File: src/rtl/pwm_duty_ramp_pkg.sv
// ---------------------------------------------------------------------------
// follower_pkg
//   Shared types and constants for the follower-motor PWM duty path.
//   ramp_state_t : duty sequencer states (IDLE, RAMP, BRAKE)
//   PWM_W        : width of the pwm counter and duty word
//   PWM_MAX      : last pwm count of a period (period boundary marker)
// ---------------------------------------------------------------------------
package follower_pkg;

  typedef enum logic [1:0] {
    IDLE  = 2'd0,
    RAMP  = 2'd1,
    BRAKE = 2'd2
  } ramp_state_t;

  localparam int              PWM_W   = 8;
  localparam logic [PWM_W-1:0] PWM_MAX = 8'hFF;

endpackage

File: src/rtl/pwm_duty_ramp_duty_step.sv
// ---------------------------------------------------------------------------
// duty_step
//   Combinational saturating step of the applied duty toward the target.
//   Moves by at most STEP; lands exactly on the target when closer than that,
//   so the result never overshoots and never wraps past 0 or 255.
// Ports
//   duty      in   8  currently applied duty
//   target    in   8  duty being ramped toward
//   next_duty out  8  duty after one ramp update
//   at_target out  1  next_duty equals target
// ---------------------------------------------------------------------------
module duty_step
  import follower_pkg::*;
#(
  parameter int STEP = 4
) (
  input  logic [7:0] duty,
  input  logic [7:0] target,
  output logic [7:0] next_duty,
  output logic       at_target
);

  localparam logic [PWM_W-1:0] STEP_8 = PWM_W'(STEP);
  localparam logic [PWM_W:0]   STEP_9 = {1'b0, STEP_8};

  // 9-bit differences so the magnitude compare against STEP cannot wrap.
  logic [PWM_W:0] diff_up;
  logic [PWM_W:0] diff_dn;

  always_comb begin
    diff_up   = {1'b0, target} - {1'b0, duty};
    diff_dn   = {1'b0, duty} - {1'b0, target};
    next_duty = duty;
    if (target > duty) begin
      // duty + STEP stays below target here, so the 8-bit add cannot carry out
      next_duty = (diff_up > STEP_9) ? (duty + STEP_8) : target;
    end else if (target < duty) begin
      // duty - STEP stays above target here, so the 8-bit subtract cannot borrow
      next_duty = (diff_dn > STEP_9) ? (duty - STEP_8) : target;
    end
  end

  assign at_target = (next_duty == target);

endmodule

File: src/rtl/pwm_duty_ramp.sv
// ---------------------------------------------------------------------------
// pwm_duty_ramp
//   Duty-cycle sequencer for one follower motor's 8-bit pwm generator.
//   Accepts target-duty requests over valid/ready, slews the applied duty
//   toward the target by at most STEP per ramp update, and only ever changes
//   duty on the last count of a pwm period so pwm never sees a mid-period
//   change. Brake overrides everything and drives duty to 0.
// Parameters
//   STEP      max |duty change| per ramp update (1..255)
//   RAMP_DIV  pwm periods per ramp update (1..16)
// Ports
//   clk       in   1  system clock, shared with the pwm instance
//   rst_n     in   1  asynchronous active-low reset
//   req_vld   in   1  new target duty offered
//   req_duty  in   8  requested target duty
//   req_rdy   out  1  request taken when req_vld & req_rdy at posedge clk
//   brake     in   1  level; force duty to 0 and hold
//   duty      out  8  registered duty to pwm.duty
//   busy      out  1  not idle, or a request is pending
//   done      out  1  one-cycle pulse when duty reaches target
//
// state | meaning
// ------+-----------------------------------------------------------------
// IDLE  | duty == target, nothing in flight
// RAMP  | stepping duty toward target on each ramp tick
// BRAKE | brake seen; duty forced to 0 at the next period boundary
// ---------------------------------------------------------------------------
module pwm_duty_ramp
  import follower_pkg::*;
#(
  parameter int STEP     = 4,
  parameter int RAMP_DIV = 1
) (
  input  logic       clk,
  input  logic       rst_n,
  input  logic       req_vld,
  input  logic [7:0] req_duty,
  output logic       req_rdy,
  input  logic       brake,
  output logic [7:0] duty,
  output logic       busy,
  output logic       done
);

  localparam logic [3:0] DIV_LAST = 4'(RAMP_DIV - 1);

  ramp_state_t      state;
  ramp_state_t      state_nxt;
  logic [PWM_W-1:0] prd_cnt;
  logic [3:0]       div_cnt;
  logic [3:0]       div_nxt;
  logic [PWM_W-1:0] target;
  logic [PWM_W-1:0] target_nxt;
  logic             pend_vld;
  logic             pend_vld_nxt;
  logic [PWM_W-1:0] pend_duty;
  logic [PWM_W-1:0] pend_duty_nxt;
  logic [PWM_W-1:0] duty_nxt;
  logic             done_nxt;

  logic             bnd;
  logic             tick;
  logic             accept;
  logic             load;
  logic             step_hit;
  logic [PWM_W-1:0] step_duty;
  logic             step_at_target;

  // Free-running period counter, kept in lockstep with the pwm counter.
  always_ff @(posedge clk or negedge rst_n) begin
    if (!rst_n) begin
      prd_cnt <= '0;
    end else begin
      prd_cnt <= prd_cnt + 8'd1;
    end
  end

  assign bnd     = (prd_cnt == PWM_MAX);
  assign tick    = bnd && (div_cnt == DIV_LAST);
  assign req_rdy = !pend_vld && !brake;
  assign accept  = req_vld && req_rdy;
  assign busy    = (state != IDLE) || pend_vld;

  // Steps always use the target held before this cycle, so a reload landing
  // on a tick only affects the following tick.
  duty_step #(
    .STEP (STEP)
  ) u_duty_step (
    .duty      (duty),
    .target    (target),
    .next_duty (step_duty),
    .at_target (step_at_target)
  );

  always_comb begin
    state_nxt     = state;
    duty_nxt      = duty;
    target_nxt    = target;
    pend_vld_nxt  = pend_vld;
    pend_duty_nxt = pend_duty;
    done_nxt      = 1'b0;
    div_nxt       = div_cnt;
    load          = 1'b0;
    step_hit      = 1'b0;

    if (bnd) begin
      div_nxt = (div_cnt == DIV_LAST) ? 4'd0 : (div_cnt + 4'd1);
    end

    if (brake) begin
      state_nxt    = BRAKE;
      target_nxt   = '0;
      pend_vld_nxt = 1'b0;
      div_nxt      = 4'd0;
      if (bnd) begin
        duty_nxt = '0;
      end
    end else begin
      // The pending entry is held through BRAKE and only loaded once the
      // sequencer is back in IDLE or RAMP.
      load = bnd && pend_vld && (state != BRAKE);
      if (load) begin
        target_nxt   = pend_duty;
        pend_vld_nxt = 1'b0;
      end
      if (accept) begin
        pend_vld_nxt  = 1'b1;
        pend_duty_nxt = req_duty;
      end

      // Completion is judged against the target that will be in force after
      // this edge, so a reload onto the stepped value also ends the ramp.
      step_hit = load ? (step_duty == pend_duty) : step_at_target;

      case (state)
        IDLE: begin
          if (load) begin
            if (pend_duty == duty) begin
              done_nxt = 1'b1;
            end else begin
              state_nxt = RAMP;
            end
          end
        end
        RAMP: begin
          if (tick) begin
            duty_nxt = step_duty;
            if (step_hit) begin
              done_nxt  = 1'b1;
              state_nxt = IDLE;
            end
          end
        end
        BRAKE: begin
          // A brake released before any boundary still has to zero duty at
          // a boundary before handing back to IDLE.
          if (bnd || (duty == '0)) begin
            duty_nxt  = '0;
            state_nxt = IDLE;
          end
        end
        default: begin
          state_nxt = IDLE;
        end
      endcase
    end
  end

  always_ff @(posedge clk or negedge rst_n) begin
    if (!rst_n) begin
      state     <= IDLE;
      div_cnt   <= 4'd0;
      duty      <= '0;
      target    <= '0;
      pend_vld  <= 1'b0;
      pend_duty <= '0;
      done      <= 1'b0;
    end else begin
      state     <= state_nxt;
      div_cnt   <= div_nxt;
      duty      <= duty_nxt;
      target    <= target_nxt;
      pend_vld  <= pend_vld_nxt;
      pend_duty <= pend_duty_nxt;
      done      <= done_nxt;
    end
  end

endmodule
File: config.mk
export PLATFORM = sky130hd
export DESIGN_NAME = pwm_duty_ramp
export DESIGN_NICKNAME = d
export VERILOG_FILES = /design/src/rtl/pwm_duty_ramp_pkg.sv /design/src/rtl/pwm_duty_ramp_duty_step.sv /design/src/rtl/pwm_duty_ramp.sv
export SDC_FILE = /design/constraint.sdc
export NUM_CORES = 1
export LEC_CHECK = 0
export CAP_MARGIN = 5
export CORE_MARGIN = 1.5
export CORE_UTILIZATION = 41
export CTS_CLUSTER_SIZE = 10
export DETAILED_ROUTE_END_ITERATION = 8
export GPL_ROUTABILITY_DRIVEN = 0
export HOLD_SLACK_MARGIN = 0.02
export PLACE_DENSITY_LB_ADDON = 0.15
export SYNTH_ARGS = -nofsm -noshare
export SYNTH_HDL_FRONTEND = slang
export SYNTH_SLANG_ARGS = --single-unit
File: constraint.sdc
create_clock -name clk -period 4.46 [get_ports clk]
set_clock_uncertainty 0.05 [all_clocks]
set_input_delay 0.892 -clock clk [delete_from_list [all_inputs] [get_ports clk]]
set_output_delay 0.892 -clock clk [all_outputs]
set_load 0.02 [all_outputs]
==> reports/qor.yml, run 1 <==
status:
  status: "completed"
drt:
  drt_iter0_drc: 318
  vias: 3082
  postRouteAntennaNets: 0
  drt-pass1-iter-count: 5
  routed_wirelength_mm: 9.12
  drc: 0
  viasPerCell: 5.89
  wl_per_cell_um: 17.4
cts:
  cts-root-buf: "clkbuf_8"
  numCtsBuffers: 5
  postCtsSetupBuffers: 0
  htree_num_levels: 2
  cts_tree: "built"
  cts_num_sinks: 40
  cts_hold_buf: 0
  clk_pin_slew_ns: 0.08
  clock_latency_ns: 0.30
  cts_max_path_buffers: 2
  cts_resized: 0
grt:
  grt_pass1_vias: 3075
  grt-ovfl-total: 0
  track_usage: 0.222
  grt_pass1_wl_mm: 15.4
  grt_max_degree: 41
  antenna_found_initial: 0
yosys:
  syn-num-nets: 434
  synth.most_common_cell: "dfrtp_1"
  netlist.area_leader.share: 0.296
  synthTopCellsByCount: "dfrtp_1 (40), nand2_1 (37), a21oi_1 (29), nor2_1 (29), inv_1 (26)"
  postSynthCellCount: 400
  syn_avg_cell_area_um2: 8.46
  synth-edff-count: 0
  yosys_most_used_dff: "dfrtp_1"
  yosysSeqAreaShare: 0.296
  synth_area_leaders: "dfrtp_1 (30%), ha_1 (7.8%), a21oi_1 (4.3%), nand2_1 (4.1%), mux2i_1 (3.8%)"
  yosys_warnings: 0
  synth_seq_cells: 40
  netlist_area_um2: 3380
  yosysTopAreaCell: "dfrtp_1"
  post_synth_num_cell_types: 61
  async_reset_ff_frac: 1.00
cells_and_area:
  area_growth_pct: 12.6
  nFillCells: 774
  antenna_cells: 0
  drive_above_1_share: 0.105
  nNetsFinal: 454
placed_design:
  dpl.hpwl_mm: 6.77
  port_buffers: 22
critical_path:
  crit_fanout: 14
  required_ns: 4.59
  startpoint: "duty[5]"
  crit_family: "compound AO/OA/AOI/OAI gates"
  cpMaxStageDelayCell: "or4_4"
  end_kind: "flop"
  critPathBufInv: 1
  critPathLaunchType: "flop"
  critical_path_arrival_ns: 4.23
  regToRegStartpoint: "duty[5]"
  path_cells: "inv_1 -> ha_1 -> nand4_1 -> a22oi_1 -> a21oi_1 -> or4_4 -> o21ai_0 -> o22ai_1 -> a221o_1 -> xor2_1 -> o211ai_1 -> o31ai_1 -> a21boi_1"
  criticalPathCategory: "flop to flop"
  critPathMaxStageDelay_ns: 0.60
sta:
  fmax_ghz: 0.244
  setup_viol: 0
  setup_tns_ns: 0
  final_hold_viol_count: 0
  holdWs_ns: 0.428
  min_period_ns: 4.10
  min_period_over_period: 0.919
  worstMarginPinSlew_ns: 0.921
  drv_slew: 0
  rsz0062_at_grt: "no"
  slew_headroom: 0.386
flow_run:
  maxCapViolations: 0
floorplanning:
  dieArea_um2: 8810
  die_h_um: 93.8
  die_w_um: 93.8
  rows: 32
  start_util: 0.431
  io_pins: 23
  coreArea_um2: 7850
worst_hold_path:
  min_from: "prd_cnt[5]"
  min_path_type: "flop to flop"
power_and_ir_drop:
  p_leak_nw: 1.72
  power_density_nw_per_um2: 188
  peakVddDrop_uv: 197
[report_power, final]
group	leakage [nW]	switching (W)	total (W)	internal, W
sequential	0.523	0.0000190	0.000396	0.000377
combinational	1.15	0.0000291	0.0000639	0.0000348
clock	0.0510	0.000133	0.000257	0.000124
total	1.72	0.000181	0.000717	0.000536
[worst paths after layout]
check | cells past startpoint | to | slack (ns)
worst max-delay path | 13 | state[0] | 0.36
worst min-delay path | 1 | prd_cnt[5] | 0.43
worst max register to register | 13 | state[0] | 0.36
worst min register to register | 1 | prd_cnt[5] | 0.43
max in group asynchronous | 1 | pend_duty[1] | 3.11
min in group asynchronous | 1 | duty[3] | 0.68
[area by class of cell]
class                   count  area (um2)  share of cell area
well taps                 102         128              0.0335
clock inverters             2        10.0             0.00263
inverters                  26        97.6              0.0256
clock buffers               6        82.6              0.0217
multi-input cells         315        2200               0.578
repair buffers             32         290              0.0762
flip-flops and latches     40        1000               0.263
[per-stage QoR]
stage                     total power [W]  utilization  setup slack (ns)  instance area, um2  std cells
after detailed placement         0.000468        0.474             0.446                3720        515
after floorplan                  0.000436            -             0.721                3380        400
after CTS                        0.000722        0.486             0.419                3810        523
final                            0.000717        0.486             0.361                3810        523
after global placement           0.000466        0.474             0.582                3720        515
after global routing             0.000749        0.486            0.0794                3810        523
[worst reg2reg max path, stage by stage (launching register included)]
cell and delay, ns:
dfrtp_1 0.56, inv_1 0.15, ha_1 0.59, nand4_1 0.32, a22oi_1 0.26, a21oi_1 0.06
or4_4 0.60, o21ai_0 0.32, o22ai_1 0.15, a221o_1 0.35, xor2_1 0.16, o211ai_1 0.13
o31ai_1 0.21, a21boi_1 0.09
[cells by family after synthesis]
logic type,Yosys count,share of synthesized area
buf+inv,45,0.0533
mux,23,0.0717
flops,40,0.296
simple gates,130,0.196
compound gates,114,0.232
fa+ha+maj,22,0.0836
xor+xnor,26,0.0673
[cell usage in the layout, fill, tap and decap left out, types with 3 or more instances in the layout]
cell type,synthesis,routed
o21a_1,5,5
nand3_1,10,10
mux2_2,10,10
clkdlybuf4s50_1,0,21
buf_4,2,10
nor2_1,29,29
a2111oi_0,3,3
a211o_1,4,4
mux2i_1,13,13
a22o_1,7,7
o21ai_0,21,21
nand4_1,7,7
xnor2_1,14,14
xor2_1,12,12
a21oi_1,29,29
or2_2,6,6
ha_1,21,21
inv_1,26,26
clkbuf_8,0,6
a31oi_1,8,8
nor3_1,10,10
or3_1,3,3
and3_1,5,5
nand2b_1,7,7
and2_1,4,4
nand2_1,37,37
nor4_1,4,4
o211ai_1,6,6
dfrtp_1,40,40
[sequential cells by signal (all words and copies together) (netlist names)]
| signal | cells |
|---|---|
| duty | 8 |
| pend_duty | 8 |
| prd_cnt | 8 |
| target | 8 |
| div_cnt | 4 |
| state | 2 |
| done | 1 |
| pend_vld | 1 |
[routing by layer]
metal,share of wire,GRT usage,wire (um)
met5,0,0,0
met4,0.013,0.0609,118
met3,0.051,0.0218,469
met2,0.48,0.373,4370
met1,0.46,0.302,4160
Note: power is estimated with default switching activity, not from simulation.
==> run 2, diff against run 1 <==
- SLEW_MARGIN: unset -> 20
==> results of run 2 <==
The final DEF is identical to that of run 1; final timing and power are the same.
==> run 3, diff against run 2 <==
- SLEW_MARGIN: 20 -> unset
==> results of run 3 <==
The final DEF is identical to that of run 1; final timing and power are the same.
